File: src/rtl/decode_stage_if.sv
// Handshake and decoded-entry bundle between fetch, decode and the downstream stage.
// The slave view belongs to the decoder; the master view belongs to its surroundings.
interface decode_stage_if #(
    parameter int XLEN = 32
);
    logic            in_valid;
    logic            in_ready;
    logic [31:0]     in_instr;
    logic [XLEN-1:0] in_pc;
    logic            flush;

    logic            out_valid;
    logic            out_ready;
    logic [XLEN-1:0] out_pc;
    logic [3:0]      out_class;
    logic            out_word;
    logic [4:0]      out_rs1;
    logic [4:0]      out_rs2;
    logic [4:0]      out_rd;
    logic            out_rs1_valid;
    logic            out_rs2_valid;
    logic            out_rd_valid;
    logic [XLEN-1:0] out_imm;
    logic [3:0]      out_alu_bits;
    logic [6:0]      out_funct7;

    modport slave (
        input  in_valid, in_instr, in_pc, flush, out_ready,
        output in_ready, out_valid, out_pc, out_class, out_word,
               out_rs1, out_rs2, out_rd, out_rs1_valid, out_rs2_valid,
               out_rd_valid, out_imm, out_alu_bits, out_funct7
    );

    modport master (
        output in_valid, in_instr, in_pc, flush, out_ready,
        input  in_ready, out_valid, out_pc, out_class, out_word,
               out_rs1, out_rs2, out_rd, out_rs1_valid, out_rs2_valid,
               out_rd_valid, out_imm, out_alu_bits, out_funct7
    );
endinterface

File: src/rtl/decode_stage.sv
// RISC-V instruction decode stage: combinational field decode feeding a
// registered output slot backed by a one-entry skid register.
module decode_stage #(
    parameter int XLEN = 32
) (
    input  logic           clk,
    input  logic           rst,
    decode_stage_if.slave  bus
);

    localparam logic [3:0] CLS_ILLEGAL = 4'd0;
    localparam logic [3:0] CLS_R       = 4'd1;
    localparam logic [3:0] CLS_OPIMM   = 4'd2;
    localparam logic [3:0] CLS_LOAD    = 4'd3;
    localparam logic [3:0] CLS_STORE   = 4'd4;
    localparam logic [3:0] CLS_BRANCH  = 4'd5;
    localparam logic [3:0] CLS_JAL     = 4'd6;
    localparam logic [3:0] CLS_JALR    = 4'd7;
    localparam logic [3:0] CLS_LUI     = 4'd8;
    localparam logic [3:0] CLS_AUIPC   = 4'd9;

    typedef struct packed {
        logic [XLEN-1:0] pc;
        logic [3:0]      cls;
        logic            word;
        logic [4:0]      rs1;
        logic [4:0]      rs2;
        logic [4:0]      rd;
        logic            rs1_valid;
        logic            rs2_valid;
        logic            rd_valid;
        logic [XLEN-1:0] imm;
        logic [3:0]      alu_bits;
        logic [6:0]      funct7;
    } entry_t;

    entry_t          dec;
    entry_t          out_d, out_q;
    entry_t          skid_d, skid_q;
    logic            out_valid_d, out_valid_q;
    logic            skid_valid_d, skid_valid_q;
    logic            in_ready_d, in_ready_q;
    logic            in_fire;
    logic            out_free;
    logic [4:0]      opcode;
    logic [31:0]     imm_i, imm_s, imm_b, imm_j, imm_u;

    function automatic logic [XLEN-1:0] sext32(input logic [31:0] v);
        return XLEN'($signed(v));
    endfunction

    // Pure combinational decode of the offered instruction word.
    always_comb begin
        opcode = bus.in_instr[6:2];
        imm_i  = {{20{bus.in_instr[31]}}, bus.in_instr[31:20]};
        imm_s  = {{20{bus.in_instr[31]}}, bus.in_instr[31:25], bus.in_instr[11:7]};
        imm_b  = {{19{bus.in_instr[31]}}, bus.in_instr[31], bus.in_instr[7],
                  bus.in_instr[30:25], bus.in_instr[11:8], 1'b0};
        imm_j  = {{11{bus.in_instr[31]}}, bus.in_instr[31], bus.in_instr[19:12],
                  bus.in_instr[20], bus.in_instr[30:21], 1'b0};
        imm_u  = {bus.in_instr[31:12], 12'b0};

        dec           = '0;
        dec.pc        = bus.in_pc;
        dec.rs1       = bus.in_instr[19:15];
        dec.rs2       = bus.in_instr[24:20];
        dec.rd        = bus.in_instr[11:7];
        dec.alu_bits  = {bus.in_instr[30], bus.in_instr[14:12]};
        dec.funct7    = bus.in_instr[31:25];

        if (bus.in_instr[1:0] == 2'b11) begin
            unique case (opcode)
                5'b00000: begin
                    dec.cls       = CLS_LOAD;
                    dec.imm       = sext32(imm_i);
                    dec.rs1_valid = 1'b1;
                    dec.rd_valid  = 1'b1;
                end
                5'b00100: begin
                    dec.cls       = CLS_OPIMM;
                    dec.imm       = sext32(imm_i);
                    dec.rs1_valid = 1'b1;
                    dec.rd_valid  = 1'b1;
                end
                5'b00110: begin
                    if (XLEN == 64) begin
                        dec.cls       = CLS_OPIMM;
                        dec.word      = 1'b1;
                        dec.imm       = sext32(imm_i);
                        dec.rs1_valid = 1'b1;
                        dec.rd_valid  = 1'b1;
                    end
                end
                5'b00101: begin
                    dec.cls      = CLS_AUIPC;
                    dec.imm      = sext32(imm_u);
                    dec.rd_valid = 1'b1;
                end
                5'b01000: begin
                    dec.cls       = CLS_STORE;
                    dec.imm       = sext32(imm_s);
                    dec.rs1_valid = 1'b1;
                    dec.rs2_valid = 1'b1;
                end
                5'b01100: begin
                    dec.cls       = CLS_R;
                    dec.rs1_valid = 1'b1;
                    dec.rs2_valid = 1'b1;
                    dec.rd_valid  = 1'b1;
                end
                5'b01110: begin
                    if (XLEN == 64) begin
                        dec.cls       = CLS_R;
                        dec.word      = 1'b1;
                        dec.rs1_valid = 1'b1;
                        dec.rs2_valid = 1'b1;
                        dec.rd_valid  = 1'b1;
                    end
                end
                5'b01101: begin
                    dec.cls      = CLS_LUI;
                    dec.imm      = sext32(imm_u);
                    dec.rd_valid = 1'b1;
                end
                5'b11000: begin
                    dec.cls       = CLS_BRANCH;
                    dec.imm       = sext32(imm_b);
                    dec.rs1_valid = 1'b1;
                    dec.rs2_valid = 1'b1;
                end
                5'b11001: begin
                    dec.cls       = CLS_JALR;
                    dec.imm       = sext32(imm_i);
                    dec.rs1_valid = 1'b1;
                    dec.rd_valid  = 1'b1;
                end
                5'b11011: begin
                    dec.cls      = CLS_JAL;
                    dec.imm      = sext32(imm_j);
                    dec.rd_valid = 1'b1;
                end
                default: dec.cls = CLS_ILLEGAL;
            endcase
        end

        // Writes to x0 are architecturally discarded, so never flag them as a destination.
        if (dec.rd == 5'd0) begin
            dec.rd_valid = 1'b0;
        end
    end

    always_comb begin
        in_fire      = bus.in_valid & bus.in_ready;
        out_free     = !out_valid_q | bus.out_ready;
        out_d        = out_q;
        out_valid_d  = out_valid_q;
        skid_d       = skid_q;
        skid_valid_d = skid_valid_q;

        // The skid register only fills while the output slot is stalled, so
        // a full skid implies in_ready was low and no input can arrive with it.
        if (bus.flush) begin
            out_valid_d  = 1'b0;
            skid_valid_d = 1'b0;
        end else if (out_free) begin
            if (skid_valid_q) begin
                out_d        = skid_q;
                out_valid_d  = 1'b1;
                skid_valid_d = 1'b0;
            end else begin
                out_valid_d = in_fire;
                if (in_fire) begin
                    out_d = dec;
                end
            end
        end else if (in_fire) begin
            skid_d       = dec;
            skid_valid_d = 1'b1;
        end

        in_ready_d = !skid_valid_d;
    end

    always_ff @(posedge clk) begin
        if (rst) begin
            out_q        <= '0;
            out_valid_q  <= 1'b0;
            skid_q       <= '0;
            skid_valid_q <= 1'b0;
            in_ready_q   <= 1'b1;
        end else begin
            out_q        <= out_d;
            out_valid_q  <= out_valid_d;
            skid_q       <= skid_d;
            skid_valid_q <= skid_valid_d;
            in_ready_q   <= in_ready_d;
        end
    end

    // Reset gating keeps the stage closed while held in reset, independent of out_ready.
    assign bus.in_ready      = in_ready_q & ~rst;
    assign bus.out_valid     = out_valid_q;
    assign bus.out_pc        = out_q.pc;
    assign bus.out_class     = out_q.cls;
    assign bus.out_word      = out_q.word;
    assign bus.out_rs1       = out_q.rs1;
    assign bus.out_rs2       = out_q.rs2;
    assign bus.out_rd        = out_q.rd;
    assign bus.out_rs1_valid = out_q.rs1_valid;
    assign bus.out_rs2_valid = out_q.rs2_valid;
    assign bus.out_rd_valid  = out_q.rd_valid;
    assign bus.out_imm       = out_q.imm;
    assign bus.out_alu_bits  = out_q.alu_bits;
    assign bus.out_funct7    = out_q.funct7;

endmodule

File: src/flat_wrapper.sv
// flat-port wrapper written by rule: the top's interface ports become plain ports
module decode_stage_flat 
#(
    parameter int XLEN = 32
)
  (clk, rst, bus_in_valid, bus_in_instr, bus_in_pc, bus_flush, bus_out_ready, bus_in_ready, bus_out_valid, bus_out_pc, bus_out_class, bus_out_word, bus_out_rs1, bus_out_rs2, bus_out_rd, bus_out_rs1_valid, bus_out_rs2_valid, bus_out_rd_valid, bus_out_imm, bus_out_alu_bits, bus_out_funct7);
  decode_stage_if #(.XLEN(XLEN)) bus_i ();
  input  logic clk;
  input  logic rst;
  input wire logic [$bits(bus_i.in_valid)-1:0] bus_in_valid;
  input wire logic [$bits(bus_i.in_instr)-1:0] bus_in_instr;
  input wire logic [$bits(bus_i.in_pc)-1:0] bus_in_pc;
  input wire logic [$bits(bus_i.flush)-1:0] bus_flush;
  input wire logic [$bits(bus_i.out_ready)-1:0] bus_out_ready;
  output wire logic [$bits(bus_i.in_ready)-1:0] bus_in_ready;
  output wire logic [$bits(bus_i.out_valid)-1:0] bus_out_valid;
  output wire logic [$bits(bus_i.out_pc)-1:0] bus_out_pc;
  output wire logic [$bits(bus_i.out_class)-1:0] bus_out_class;
  output wire logic [$bits(bus_i.out_word)-1:0] bus_out_word;
  output wire logic [$bits(bus_i.out_rs1)-1:0] bus_out_rs1;
  output wire logic [$bits(bus_i.out_rs2)-1:0] bus_out_rs2;
  output wire logic [$bits(bus_i.out_rd)-1:0] bus_out_rd;
  output wire logic [$bits(bus_i.out_rs1_valid)-1:0] bus_out_rs1_valid;
  output wire logic [$bits(bus_i.out_rs2_valid)-1:0] bus_out_rs2_valid;
  output wire logic [$bits(bus_i.out_rd_valid)-1:0] bus_out_rd_valid;
  output wire logic [$bits(bus_i.out_imm)-1:0] bus_out_imm;
  output wire logic [$bits(bus_i.out_alu_bits)-1:0] bus_out_alu_bits;
  output wire logic [$bits(bus_i.out_funct7)-1:0] bus_out_funct7;
  assign bus_i.in_valid = bus_in_valid;
  assign bus_i.in_instr = bus_in_instr;
  assign bus_i.in_pc = bus_in_pc;
  assign bus_i.flush = bus_flush;
  assign bus_i.out_ready = bus_out_ready;
  assign bus_in_ready = bus_i.in_ready;
  assign bus_out_valid = bus_i.out_valid;
  assign bus_out_pc = bus_i.out_pc;
  assign bus_out_class = bus_i.out_class;
  assign bus_out_word = bus_i.out_word;
  assign bus_out_rs1 = bus_i.out_rs1;
  assign bus_out_rs2 = bus_i.out_rs2;
  assign bus_out_rd = bus_i.out_rd;
  assign bus_out_rs1_valid = bus_i.out_rs1_valid;
  assign bus_out_rs2_valid = bus_i.out_rs2_valid;
  assign bus_out_rd_valid = bus_i.out_rd_valid;
  assign bus_out_imm = bus_i.out_imm;
  assign bus_out_alu_bits = bus_i.out_alu_bits;
  assign bus_out_funct7 = bus_i.out_funct7;
  decode_stage #(.XLEN(XLEN)) u_core (.clk(clk), .rst(rst), .bus(bus_i));
endmodule
File: config.mk
export PLATFORM = sky130hd
export DESIGN_NAME = decode_stage_flat
export DESIGN_NICKNAME = d
export VERILOG_FILES = /design/src/rtl/decode_stage_if.sv /design/src/rtl/decode_stage.sv /design/src/flat_wrapper.sv
export SDC_FILE = /design/constraint.sdc
export NUM_CORES = 1
export LEC_CHECK = 0
export CAP_MARGIN = 20
export CORE_MARGIN = 2
export CORE_UTILIZATION = 55
export CTS_CLUSTER_SIZE = 20
export DETAILED_ROUTE_END_ITERATION = 7
export GPL_TIMING_DRIVEN = 1
export PLACE_DENSITY = 0.89
export SYNTH_ARGS = -nofsm -noshare
export SYNTH_HDL_FRONTEND = slang
export SYNTH_SLANG_ARGS = --single-unit
export TNS_END_PERCENT = 50
File: constraint.sdc
create_clock -name clk -period 3.25 [get_ports clk]
set_input_delay 0.325 -clock clk [delete_from_list [all_inputs] [get_ports clk]]
set_output_delay 0.325 -clock clk [all_outputs]
set_load 0.05 [all_outputs]
==> results.ini <==
[detailed_routing]
dr.pass1.iters=7
drt_iter0_drc=698
ant_nets=0
drc_errors=0
wl_per_cell_um=17.2
avgViaCountPerCell=5.93
wirelength_um=21100
vias=7287

[finish]
fin_util_pct=71.9
multi_input_area_um2=3740
n_fill_cell=1106
stdcell_count=1229
syn_to_final_growth_pct=28.9
insertedDiodeCount=0
regArea_um2=3910
layout.nets=1102
drive_gt1_share_pct=5.84

[global_route]
grt_pass1_vias=6773
track_usage_pct=26.7
grt_pass1_wl_um=33900
grt_max_degree=141
overflow=0
antenna_found_initial=0

[die]
start_util_pct=55.8
fp-row-count=44
die_y_um=125
core_um2=14400
die_w_um=125
die_area_um2=15600
ios=169

[logic_synthesis]
ys_seq_area_share_pct=48.7
synth_warnings=0
synthDistinctLibCells=57
synth_flop_cell=dfxtp_1
synth_edf_count=0
async_flop_share_pct=0
synth_top_cell_area_share_pct=48.7
synth_fp_nets=986
syn_area_per_cell_um2=8.74
syn_inst=917
synth_area_leader_cell=dfxtp_1
ys_seq_elements=195
syn-cell-area_um2=8020
post-synth-top-count-cell=dfxtp_1
synth_area_leaders=dfxtp_1 49%, mux2i_1 7.2%, a211oi_1 6.9%, nand2_1 6.7%, a21oi_1 6.4%
synthTopCellsByCount=195 x dfxtp_1, 143 x nand2_1, 102 x a21oi_1

[power_and_ir_drop]
p_clk_share_pct=41.1
p_leak_nw=3.31
ir_drop_mv=0.411
p_comb_share_pct=12.9
seqPwrFrac_pct=46.0
power_switching_mw=1.36
switching_share_pct=25.1
p_int_mw=4.04
power_density_nw_per_um2=522

[clocking]
cts.sinks=195
cts_buffer_depth=2
post_cts_buffers=0
path_clk_slew_ns=0.06
clk_latency_ns=0.43
cts_hold_buf=0
cts_root_buffer=clkbuf_16
cts_tree=yes
post_cts_resized=0
cts_buffers=17
htreeDepth=4

[placed_design]
dp_cells=1197
port_buffers=167
place_congestion=0.852
post-dp-hpwl_um=13100

[worst_setup_path]
crit_type=in2reg
critPathMaxFanout=19
cp.required_ns=3.61
end_kind=register
arrival_ns=2.61
timing.reg2reg.worst_path_depth=4
start_kind=primary input

[sta]
setup-violations-final=0
fmax_mhz=445
grt_setup_unrepaired=no
tns_ns=0
worst_pin_slew_ns=0.944
maxSlewViolCount=0
post-route-period-util_pct=69.1
fin_crit_ns=2.25
slew_headroom_pct=36.6
fin_skew_ns=0.00614
finalHoldViolCount=0

[outcome]
run_status=finished clean

[job]
timing.max_cap.violations=0

[hold_path]
min_path_cells=2
hp-class=in2reg

## flip-flops by register name, summed over array words and instances, names as in the netlist
register	cells
u_core.skid_q	96
u_core.bus.out_imm	32
u_core.bus.out_pc	32
u_core.bus.out_funct7	7
u_core.bus.out_rd	5
u_core.bus.out_rs1	5
u_core.bus.out_rs2	5
u_core.bus.out_class	4
u_core.bus.out_alu_bits	3
u_core.bus.out_rd_valid	1
u_core.bus.out_rs1_valid	1
u_core.bus.out_rs2_valid	1
u_core.bus.out_valid	1
u_core.in_ready_q	1
u_core.skid_valid_q	1
## cell type report
type                            instances  area share, %
Sequential cell                       195           37.8
Multi-Input combinational cell        636           36.2
Timing Repair Buffer                  178           17.6
Clock buffer                           20           4.52
Tap cell                              184           2.23
Clock inverter                         11           1.53
Inverter                                5          0.182
## path summary, 6_finish.rpt
kind	from	endpoint	slack [ns]
setup reg to reg	u_core.skid_valid_q	u_core.bus.out_imm[5]	1.07
hold reg to reg	u_core.skid_q[88]	u_core.skid_q[88]	0.45
hold / removal	rst	u_core.bus.out_imm[31]	0.34
setup / recovery	bus_in_instr[6]	u_core.skid_q[30]	1.00
## per-stage QoR
step / cell area (um^2) / power (mW) / setup slack (ns) / hold WS [ns]
after CTS: 10300 / 5.41 / 1.03 / 0.324
final: 10300 / 5.40 / 1.00 / 0.335
after global placement: 9680 / 3.21 / 0.658 / 0.440
after floorplan: 8020 / 2.95 / 1.21 / 0.432
after detailed placement: 9680 / 3.22 / 0.614 / 0.443
after global routing: 10300 / 5.57 / 0.794 / 0.346
## critical path: stages
cell and delay (ns):
clkdlybuf4s50_1 0.71, mux2_2 0.46, nor3_1 0.77, a21oi_1 0.15, o2bb2ai_1 0.18
## layer usage
layer,global-route usage (%),up-vias,part of all wire [%]
li1,-,3503,-
met1,34.6,3422,41
met2,43.3,311,48
met3,5.54,51,7.8
met4,11.2,0,3.1
met5,0,-,0
## cells in the final DEF (no fill, tap or decap), types with 13 or more instances in the layout
master           synthesis  final
nor2_1                  91     91
o22ai_1                 15     15
a211oi_1                74     74
o2bb2ai_1               13     13
dfxtp_1                195    194
mux2i_1                 58     58
nor3_1                  13     13
clkdlybuf4s50_1          0    166
a21oi_1                102    102
nand2_1                143    143
o21ai_0                 23     23
a22oi_1                 19     19
clkbuf_16                0     17
## cells by family after synthesis
group	after synthesis	synth area share [%]
simple gates	300	16.7
mux	59	7.38
flops	195	48.7
buf+inv	86	4.85
xor+xnor	1	0.109
other cells	1	0.0468
compound gates	275	22.2
## power groups by stage
stage | clock network (mW) | logic (mW) | registers (mW)
2_1_floorplan | 0 | 0.228 | 2.72
3_3_place_gp | 0 | 0.681 | 2.53
3_5_place_dp | 0 | 0.689 | 2.53
4_1_cts | 2.23 | 0.692 | 2.48
5_1_grt | 2.34 | 0.741 | 2.49
6_report | 2.22 | 0.699 | 2.48
(Power assumes the default switching activity.)
